==> config.mk <==
export PLATFORM = sky130hd
export DESIGN_NAME = axi_lut_mult_master
export DESIGN_NICKNAME = d
export VERILOG_FILES = /design/src/rtl/axi_lut_mult_master.sv
export SDC_FILE = /design/constraint.sdc
export NUM_CORES = 1
export LEC_CHECK = 0
export ABC_AREA = 1
export CORE_ASPECT_RATIO = 0.6
export CORE_MARGIN = 1
export CORE_UTILIZATION = 25
export CTS_BUF_LIST = sky130_fd_sc_hd__clkbuf_8 sky130_fd_sc_hd__clkbuf_16
export CTS_CLUSTER_SIZE = 10
export DETAILED_ROUTE_END_ITERATION = 8
export PLACE_DENSITY = 0.75
export SYNTH_ARGS = -nofsm -noshare
export SYNTH_HDL_FRONTEND = slang
export SYNTH_SLANG_ARGS = --single-unit
export TNS_END_PERCENT = 20
==> constraint.sdc <==
create_clock -name clk -period 1.2 [get_ports clk]
set_input_delay 0.18 -clock clk [delete_from_list [all_inputs] [get_ports clk]]
set_output_delay 0.18 -clock clk [all_outputs]
set_load 0.01 [all_outputs]
==> src/rtl/axi_lut_mult_master.sv <==
// rtl/axi_lut_mult_master.sv - AXI4-Lite read master computing a*b via a product-table ROM lookup.
// Optional per-handshake timeout: AXI_RD_TIMEOUT_EN.
module axi_lut_mult_master #(
    parameter int unsigned              OP_W      = 3,
    parameter int unsigned              ADDR_W    = 32,
    parameter int unsigned              DATA_W    = 32,
    parameter logic [ADDR_W-1:0]        BASE_ADDR = '0,
    parameter int unsigned              TIMEOUT   = 16
) (
    input  logic                clk,
    input  logic                rst,
    input  logic                req_valid,
    output logic                req_ready,
    input  logic [OP_W-1:0]     a,
    input  logic [OP_W-1:0]     b,
    output logic                res_valid,
    input  logic                res_ready,
    output logic [2*OP_W-1:0]   result,
    output logic                err,
    output logic [ADDR_W-1:0]   m_axi_araddr,
    output logic                m_axi_arvalid,
    input  logic                m_axi_arready,
    input  logic [DATA_W-1:0]   m_axi_rdata,
    input  logic [1:0]          m_axi_rresp,
    input  logic                m_axi_rvalid,
    output logic                m_axi_rready
);

    typedef enum logic [1:0] {
        S_IDLE,
        S_AR,
        S_R,
        S_RESP
    } state_t;

    state_t              state_q, state_d;
    logic [ADDR_W-1:0]   araddr_q, araddr_d;
    logic [2*OP_W-1:0]   result_q, result_d;
    logic                err_q, err_d;
    logic [ADDR_W-1:0]   lut_offset;
    logic                unused_rdata;

    // Only the low 2*OP_W bits of a table word carry the product.
    assign unused_rdata = &{1'b0, m_axi_rdata};
    assign lut_offset   = ADDR_W'({a, b}) << 2;

`ifdef AXI_RD_TIMEOUT_EN
    localparam int unsigned CNT_W = $clog2(TIMEOUT + 1);
    logic [CNT_W-1:0] tmo_cnt_q, tmo_cnt_d;
    logic             tmo_hit;

    assign tmo_hit = (tmo_cnt_q == CNT_W'(TIMEOUT - 1));
`else
    localparam int unsigned unused_timeout = TIMEOUT;
`endif

    always_comb begin
        state_d       = state_q;
        araddr_d      = araddr_q;
        result_d      = result_q;
        err_d         = err_q;
        req_ready     = 1'b0;
        m_axi_arvalid = 1'b0;
        m_axi_rready  = 1'b0;
        res_valid     = 1'b0;
`ifdef AXI_RD_TIMEOUT_EN
        tmo_cnt_d     = tmo_cnt_q + 1'b1;
`endif
        case (state_q)
            S_IDLE: begin
                req_ready = 1'b1;
                if (req_valid) begin
                    araddr_d = BASE_ADDR + lut_offset;
                    state_d  = S_AR;
`ifdef AXI_RD_TIMEOUT_EN
                    tmo_cnt_d = '0;
`endif
                end
            end
            S_AR: begin
                m_axi_arvalid = 1'b1;
                if (m_axi_arready) begin
                    state_d = S_R;
`ifdef AXI_RD_TIMEOUT_EN
                    tmo_cnt_d = '0;
                end else if (tmo_hit) begin
                    // Abort: arvalid drops without a handshake; slave needs a reset.
                    result_d = '0;
                    err_d    = 1'b1;
                    state_d  = S_RESP;
`endif
                end
            end
            S_R: begin
                m_axi_rready = 1'b1;
                if (m_axi_rvalid) begin
                    if (m_axi_rresp == 2'b00) begin
                        result_d = m_axi_rdata[2*OP_W-1:0];
                        err_d    = 1'b0;
                    end else begin
                        result_d = '0;
                        err_d    = 1'b1;
                    end
                    state_d = S_RESP;
`ifdef AXI_RD_TIMEOUT_EN
                end else if (tmo_hit) begin
                    result_d = '0;
                    err_d    = 1'b1;
                    state_d  = S_RESP;
`endif
                end
            end
            S_RESP: begin
                res_valid = 1'b1;
                if (res_ready) begin
                    state_d = S_IDLE;
                end
            end
            default: state_d = S_IDLE;
        endcase
    end

    always_ff @(posedge clk) begin
        if (rst) begin
            state_q  <= S_IDLE;
            araddr_q <= '0;
            result_q <= '0;
            err_q    <= 1'b0;
`ifdef AXI_RD_TIMEOUT_EN
            tmo_cnt_q <= '0;
`endif
        end else begin
            state_q  <= state_d;
            araddr_q <= araddr_d;
            result_q <= result_d;
            err_q    <= err_d;
`ifdef AXI_RD_TIMEOUT_EN
            tmo_cnt_q <= tmo_cnt_d;
`endif
        end
    end

    assign m_axi_araddr = araddr_q;
    assign result       = result_q;
    assign err          = err_q;

endmodule

## Yosys cells after proc, flatten, opt, wreduce, memory -nomap -nowiden

Index checks and enable logic that the tools add are counted.

| word-level totals | value |
|---|---|
| register bits | 15 |
| bits of input ports | 46 |
| output and inout port bits | 43 |
| word-level logic and storage cells | 27 |

| operators by class | value |
|---|---|
| equal/unequal tests | 7 |
| mux-type cells | 11 |
| reductions and logical operators | 5 |

Operators with widths:

| kind | number |
|---|---|
| 2-bit 2-to-1 mux | 4 |
| 2-bit inequality test (second input constant) | 4 |
| 2-bit one-hot mux with 4 select lines | 1 |
| 6-bit 2-to-1 mux | 1 |
| 1-bit 2-to-1 mux | 5 |
| 2-bit == test (second input constant) | 2 |
| 2-bit logical NOT | 2 |
| 2-bit AND reduction | 2 |
| 4-bit AND reduction | 1 |
| 2-bit by 1-bit == test with 1-bit output (second input constant) | 1 |

## Logic depth before layout (Yosys ltp)

| logic depth | value |
|---|---|
| word-level depth | 3 |
| depth in mapped cells | 8 |
| mapped depth without buffers | 8 |

## Least setup slack after synthesis

No wires, ideal clock.

| timing path | value |
|---|---|
| path kind | reg2reg |
| start point | reg state_q[0] |
| end point | reg state_q[0] |
| setup time | 0.113 ns |
| arrival | 1.169 ns |
| required time | 1.087 ns |
| slack | -0.081 ns |
| stages on the path, launching flop included | 9 |
| path buffers | 0 |
| clock period less this slack | 1.281 ns |
| cell sequence | dfxtp_1 inv_1 ha_1 nand2_1 nand2_1 nor2_1 nand2_1 nand2_1 nor2_1 |

| on the way | value |
|---|---|
| cells in the longest elaborated chain, start to end | 3 |

Ends and longest elaborated chain:

| what | line | text |
|---|---|---|
| start, declared | 36 | `state_t state_q, state_d;` |
| start signal, assigned | 133 | `state_q <= state_d;` |
| 2-bit == test, or another cell as far along | 69 | `case (state_q)` |
| 2-bit inequality test (no line) | n/a |  |
| 4-bit AND reduction (no line) | n/a |  |

Parallel ways exist; a longest one is shown, timed or not.
A chain may end at the register's enable or synchronous reset.

## Worst setup path in the final report

| timing path | value |
|---|---|
| start point | reg state_q[0] |
| end point | out res_valid |

| on the way | value |
|---|---|
| cells in the longest elaborated chain, start to end | 2 |

Ends and longest elaborated chain:

| what | line | text |
|---|---|---|
| 2-bit == test | 69 |  |
| 1-bit 2-to-1 mux | 69 |  |
| end, declared | 16 | `output logic res_valid,` |

Every way passes these cells.

==> results.rst <==
.. list-table::
   :header-rows: 1

   * - Metric
     - Value
   * - Number of placement rows
     - 15
   * - Die height
     - ~47 um
   * - Starting density of the core
     - 27.9%
   * - Global Route met3 Usage
     - a little over 6%
   * - Startpoint of the worst hold path
     - result[1]
   * - Final clock skew
     - 0.00402 ns
   * - Launch instance of the worst register-to-register path
     - state_q[0]
   * - Launch point of the critical path
     - state_q[0]
   * - Highest Clock Rate
     - 0.823 GHz
   * - Worst min-delay path class
     - flop to flop
   * - Internal power consumption
     - between 1 and 1.5 mW
   * - Combinational share of power
     - 51.0%
   * - Startpoint type of the worst setup path
     - flop
   * - Cell chosen for the clock root
     - sky130_fd_sc_hd__clkbuf_8
   * - Global-route met2 utilization
     - between 15 and 20%
   * - Xor and xnor fraction of the mapped netlist area
     - 0%
   * - Post-synth top area share
     - 35.5%
   * - Unique masters post-synth
     - 13
   * - Final HPWL from detailed placement
     - roughly 1400 um
   * - Post-route DRC
     - 0
   * - Routed vias
     - roughly 750
   * - Minimum clock period
     - 1.22 ns
   * - Diode count
     - 0
   * - I/O Buffers
     - 36
   * - Sequential cell area
     - between 300 and 400 um^2
   * - Share of synthesized cell area in full adder, half adder and majority cells
     - around 7.4%
   * - Floorplan die area
     - about 3600 um^2
   * - Iteration-0 DRC count of the detailed router
     - 5
   * - Die W
     - a little under 80 um
   * - Leakage power summed over all cells
     - between 0.6 and 0.7 nW
   * - Worst setup margin
     - -0.0154 ns
   * - Largest driver fanout on the critical path
     - 3
   * - Vias per std cell
     - roughly 3.7
   * - TritonCTS Sinks
     - 15
   * - Max Buffers Root-to-Sink
     - 2
   * - Portion of total power attributed to the clock network
     - approximately 18%
   * - Max Transition Viols Final
     - 0
   * - Routed wire length
     - 1870 um
   * - Yosys warnings
     - 0
   * - Pre-Repair DR Iteration Count
     - 4
   * - Core box area
     - between 3000 and 4000 um^2
   * - Setup TNS after final layout
     - -0.0271 ns
   * - Largest cells by area after synthesis
     - sky130_fd_sc_hd__dfxtp_1 (35%), sky130_fd_sc_hd__buf_4 (23%), sky130_fd_sc_hd__nand2_1 (10%)
   * - Outcome
     - finished, violations left
   * - Synth-to-layout area growth
     - 59.5%
   * - Required time worst endpoint
     - between 1 and 1.5 ns
   * - Power per standard cell area
     - 1610 nW/um^2
   * - Unrepaired setup endpoints after global routing
     - yes
   * - Register share of total power
     - a little under a third
   * - Synth Area in Simple Gates
     - between 20% and 30%
   * - Violated checks
     - negative setup slack
   * - Clock transition at the registers of the reported paths
     - about 0.060 ns
   * - Switch share
     - between 30% and 40%
   * - Power dissipated by switching net loads
     - around 0.77 mW
   * - Ports
     - ~90
   * - Nets
     - between 200 and 250
   * - Fraction of met1 tracks used by global routing
     - 12.3%
   * - Dominant combinational cell family by area after synthesis
     - buffers and inverters
   * - Routability congestion estimate
     - slightly above 0.7
   * - Multi-input gate area
     - ~500 um^2
   * - Class of the most critical setup path
     - flop to primary output
   * - Post-Syn Area
     - between 800 and 900 um^2
   * - Clock tree from TritonCTS
     - yes
   * - Final hold violations
     - 0
   * - Count of hold-fix buffers inserted at cts
     - 0
   * - Number of buffers created by CTS
     - 3
   * - Peak VDD IR
     - 0.000753 V
   * - Total overflow reported by the global router
     - 0
   * - Latest clock arrival within the worst-skew pair
     - roughly 0.24 ns
   * - Share of post-route cells with drive strength above 1
     - between 20% and 30%
   * - Via count of the first global-routing pass
     - roughly 630
   * - Final setup violation count
     - 3
   * - WL/cell
     - 9.23 um
   * - Flip-flop and latch count after synthesis
     - 15
   * - Final-layout fill cell count
     - between 300 and 400
   * - Sort of element at the end of the critical path
     - primary output
   * - Number of maximum-capacitance constraint violations
     - 0
   * - Total power consumption of the routed design
     - ~2.2 mW
   * - Post-DRT Antenna Nets
     - 0
   * - Combined global-route utilization of all metal layers
     - between 10 and 15%
   * - Mux contribution to synthesized area
     - 0%
   * - Antenna violations before repair
     - 0
   * - Post-synthesis compound-gate area fraction
     - 7.68%
   * - GRT busiest layer
     - met2
   * - Maximum number of pins on one net before global-route repair
     - 9
   * - Global-route wire length before repair
     - 2770 um
   * - Final cycle utilization of the critical path
     - 101%
   * - Data arrival time at the worst-slack endpoint
     - 1.04 ns
   * - Sequential share of the synthesized area
     - 35.5%
   * - Mapped Avg Cell Area
     - 7.43 um^2
   * - Post-synthesis instance total
     - between 100 and 150
   * - Post-synth top area cell
     - sky130_fd_sc_hd__dfxtp_1
   * - H-Tree Level Count
     - 1
## per-layer routing
metal	part of all wire, %	vias up
met3	9.1	0
met1	44	330
met5	0	-
met2	47	32
li1	-	390
met4	0	0
## path summary, 6_finish.rpt
path                     end  cells after the start  slack (ns)
setup reg to reg  state_q[1]                      8        0.01
hold reg to reg    result[1]                      2        0.46
hold / removal     result[1]                      2        0.46
setup / recovery   res_valid                      3       -0.02
## through the flow
stage	setup slack, ns	area [um^2]	instances	util, %	hold WS (ns)
4_1_cts	-0.0180	1320	202	43.4	0.460
5_1_grt	-0.0745	1350	202	44.4	0.479
6_report	-0.0154	1350	202	44.4	0.460
2_1_floorplan	-0.0210	946	139	-	0.323
3_3_place_gp	-0.156	1210	197	39.8	0.451
3_5_place_dp	-0.152	1210	197	39.8	0.453
## worst max-delay path, cell delays in order (launching register included)
cell and delay, ns:
sky130_fd_sc_hd__dfxtp_2 0.33, sky130_fd_sc_hd__buf_4 0.14, sky130_fd_sc_hd__ha_2 0.20, sky130_fd_sc_hd__buf_6 0.12
## power groups by stage
stage	Sequential [mW]	Clock [mW]	Combinational (mW)
5_1_grt	0.687	0.440	1.22
3_3_place_gp	0.659	0	0.906
4_1_cts	0.676	0.408	1.05
6_report	0.673	0.390	1.11
3_5_place_dp	0.663	0	0.915
2_1_floorplan	0.694	0	0.478
## sequential cells by signal, summed over array words and instances, names as in the netlist
signal        flops
err               1
m_axi_araddr      6
result            6
state_q           2
## kinds of logic (layout without fill, tap and decap cells)
kind of cell	count (synthesis)	after routing
adder cells (fa/ha/maj)	5	5
flip-flops	15	15
buffers and inverters	36	57
AO/OA/AOI/OAI	13	13
other	1	26
AND/OR/NAND/NOR	44	44
## final cells by class
cell class,instances,share of cell area [%]
clock buffers,3,3.06
clock inverters,1,0.278
inverters,9,2.69
multi-input cells,88,36.5
flip-flops and latches,15,22.6
well taps,42,3.89
repair buffers,44,31.0
## cells in the mapped netlist
master	count
sky130_fd_sc_hd__dfxtp_1	15
sky130_fd_sc_hd__buf_2	1
sky130_fd_sc_hd__nor3_1	1
sky130_fd_sc_hd__nand2_1	23
sky130_fd_sc_hd__nor3_4	1
sky130_fd_sc_hd__nor2_1	18
sky130_fd_sc_hd__o21ai_0	6
sky130_fd_sc_hd__conb_1	1
sky130_fd_sc_hd__inv_1	9
sky130_fd_sc_hd__buf_4	26
sky130_fd_sc_hd__nand2_2	1
sky130_fd_sc_hd__a21oi_1	7
sky130_fd_sc_hd__ha_1	5
## timing repair
item,in CTS,in global routing
gates resized for setup,48,9
endpoints found under the setup margin,25,17
setup buffers,1,0
pin swaps,5,9
## placed cells by master, fill, tap and decap left out
cell | netlist | final
sky130_fd_sc_hd__a21oi_1 | 7 | 4
sky130_fd_sc_hd__a21oi_2 | 0 | 3
sky130_fd_sc_hd__buf_12 | 0 | 1
sky130_fd_sc_hd__buf_2 | 1 | 1
sky130_fd_sc_hd__buf_4 | 26 | 6
sky130_fd_sc_hd__buf_6 | 0 | 4
sky130_fd_sc_hd__clkbuf_8 | 0 | 3
sky130_fd_sc_hd__clkdlybuf4s50_1 | 0 | 19
sky130_fd_sc_hd__conb_1 | 1 | 26
sky130_fd_sc_hd__dfxtp_1 | 15 | 13
sky130_fd_sc_hd__dfxtp_2 | 0 | 1
sky130_fd_sc_hd__dfxtp_4 | 0 | 1
sky130_fd_sc_hd__dlygate4sd2_1 | 0 | 13
sky130_fd_sc_hd__ha_2 | 0 | 2
sky130_fd_sc_hd__ha_4 | 0 | 3
sky130_fd_sc_hd__inv_1 | 9 | 8
sky130_fd_sc_hd__inv_2 | 0 | 1
sky130_fd_sc_hd__inv_4 | 0 | 1
sky130_fd_sc_hd__nand2_1 | 23 | 17
sky130_fd_sc_hd__nand2_2 | 1 | 5
sky130_fd_sc_hd__nand2_4 | 0 | 2
sky130_fd_sc_hd__nor2_1 | 18 | 17
sky130_fd_sc_hd__nor2_4 | 0 | 1
sky130_fd_sc_hd__nor3_1 | 1 | 1
sky130_fd_sc_hd__nor3_4 | 1 | 1
sky130_fd_sc_hd__o21ai_0 | 6 | 6
Power figures use the tool's default switching activity.
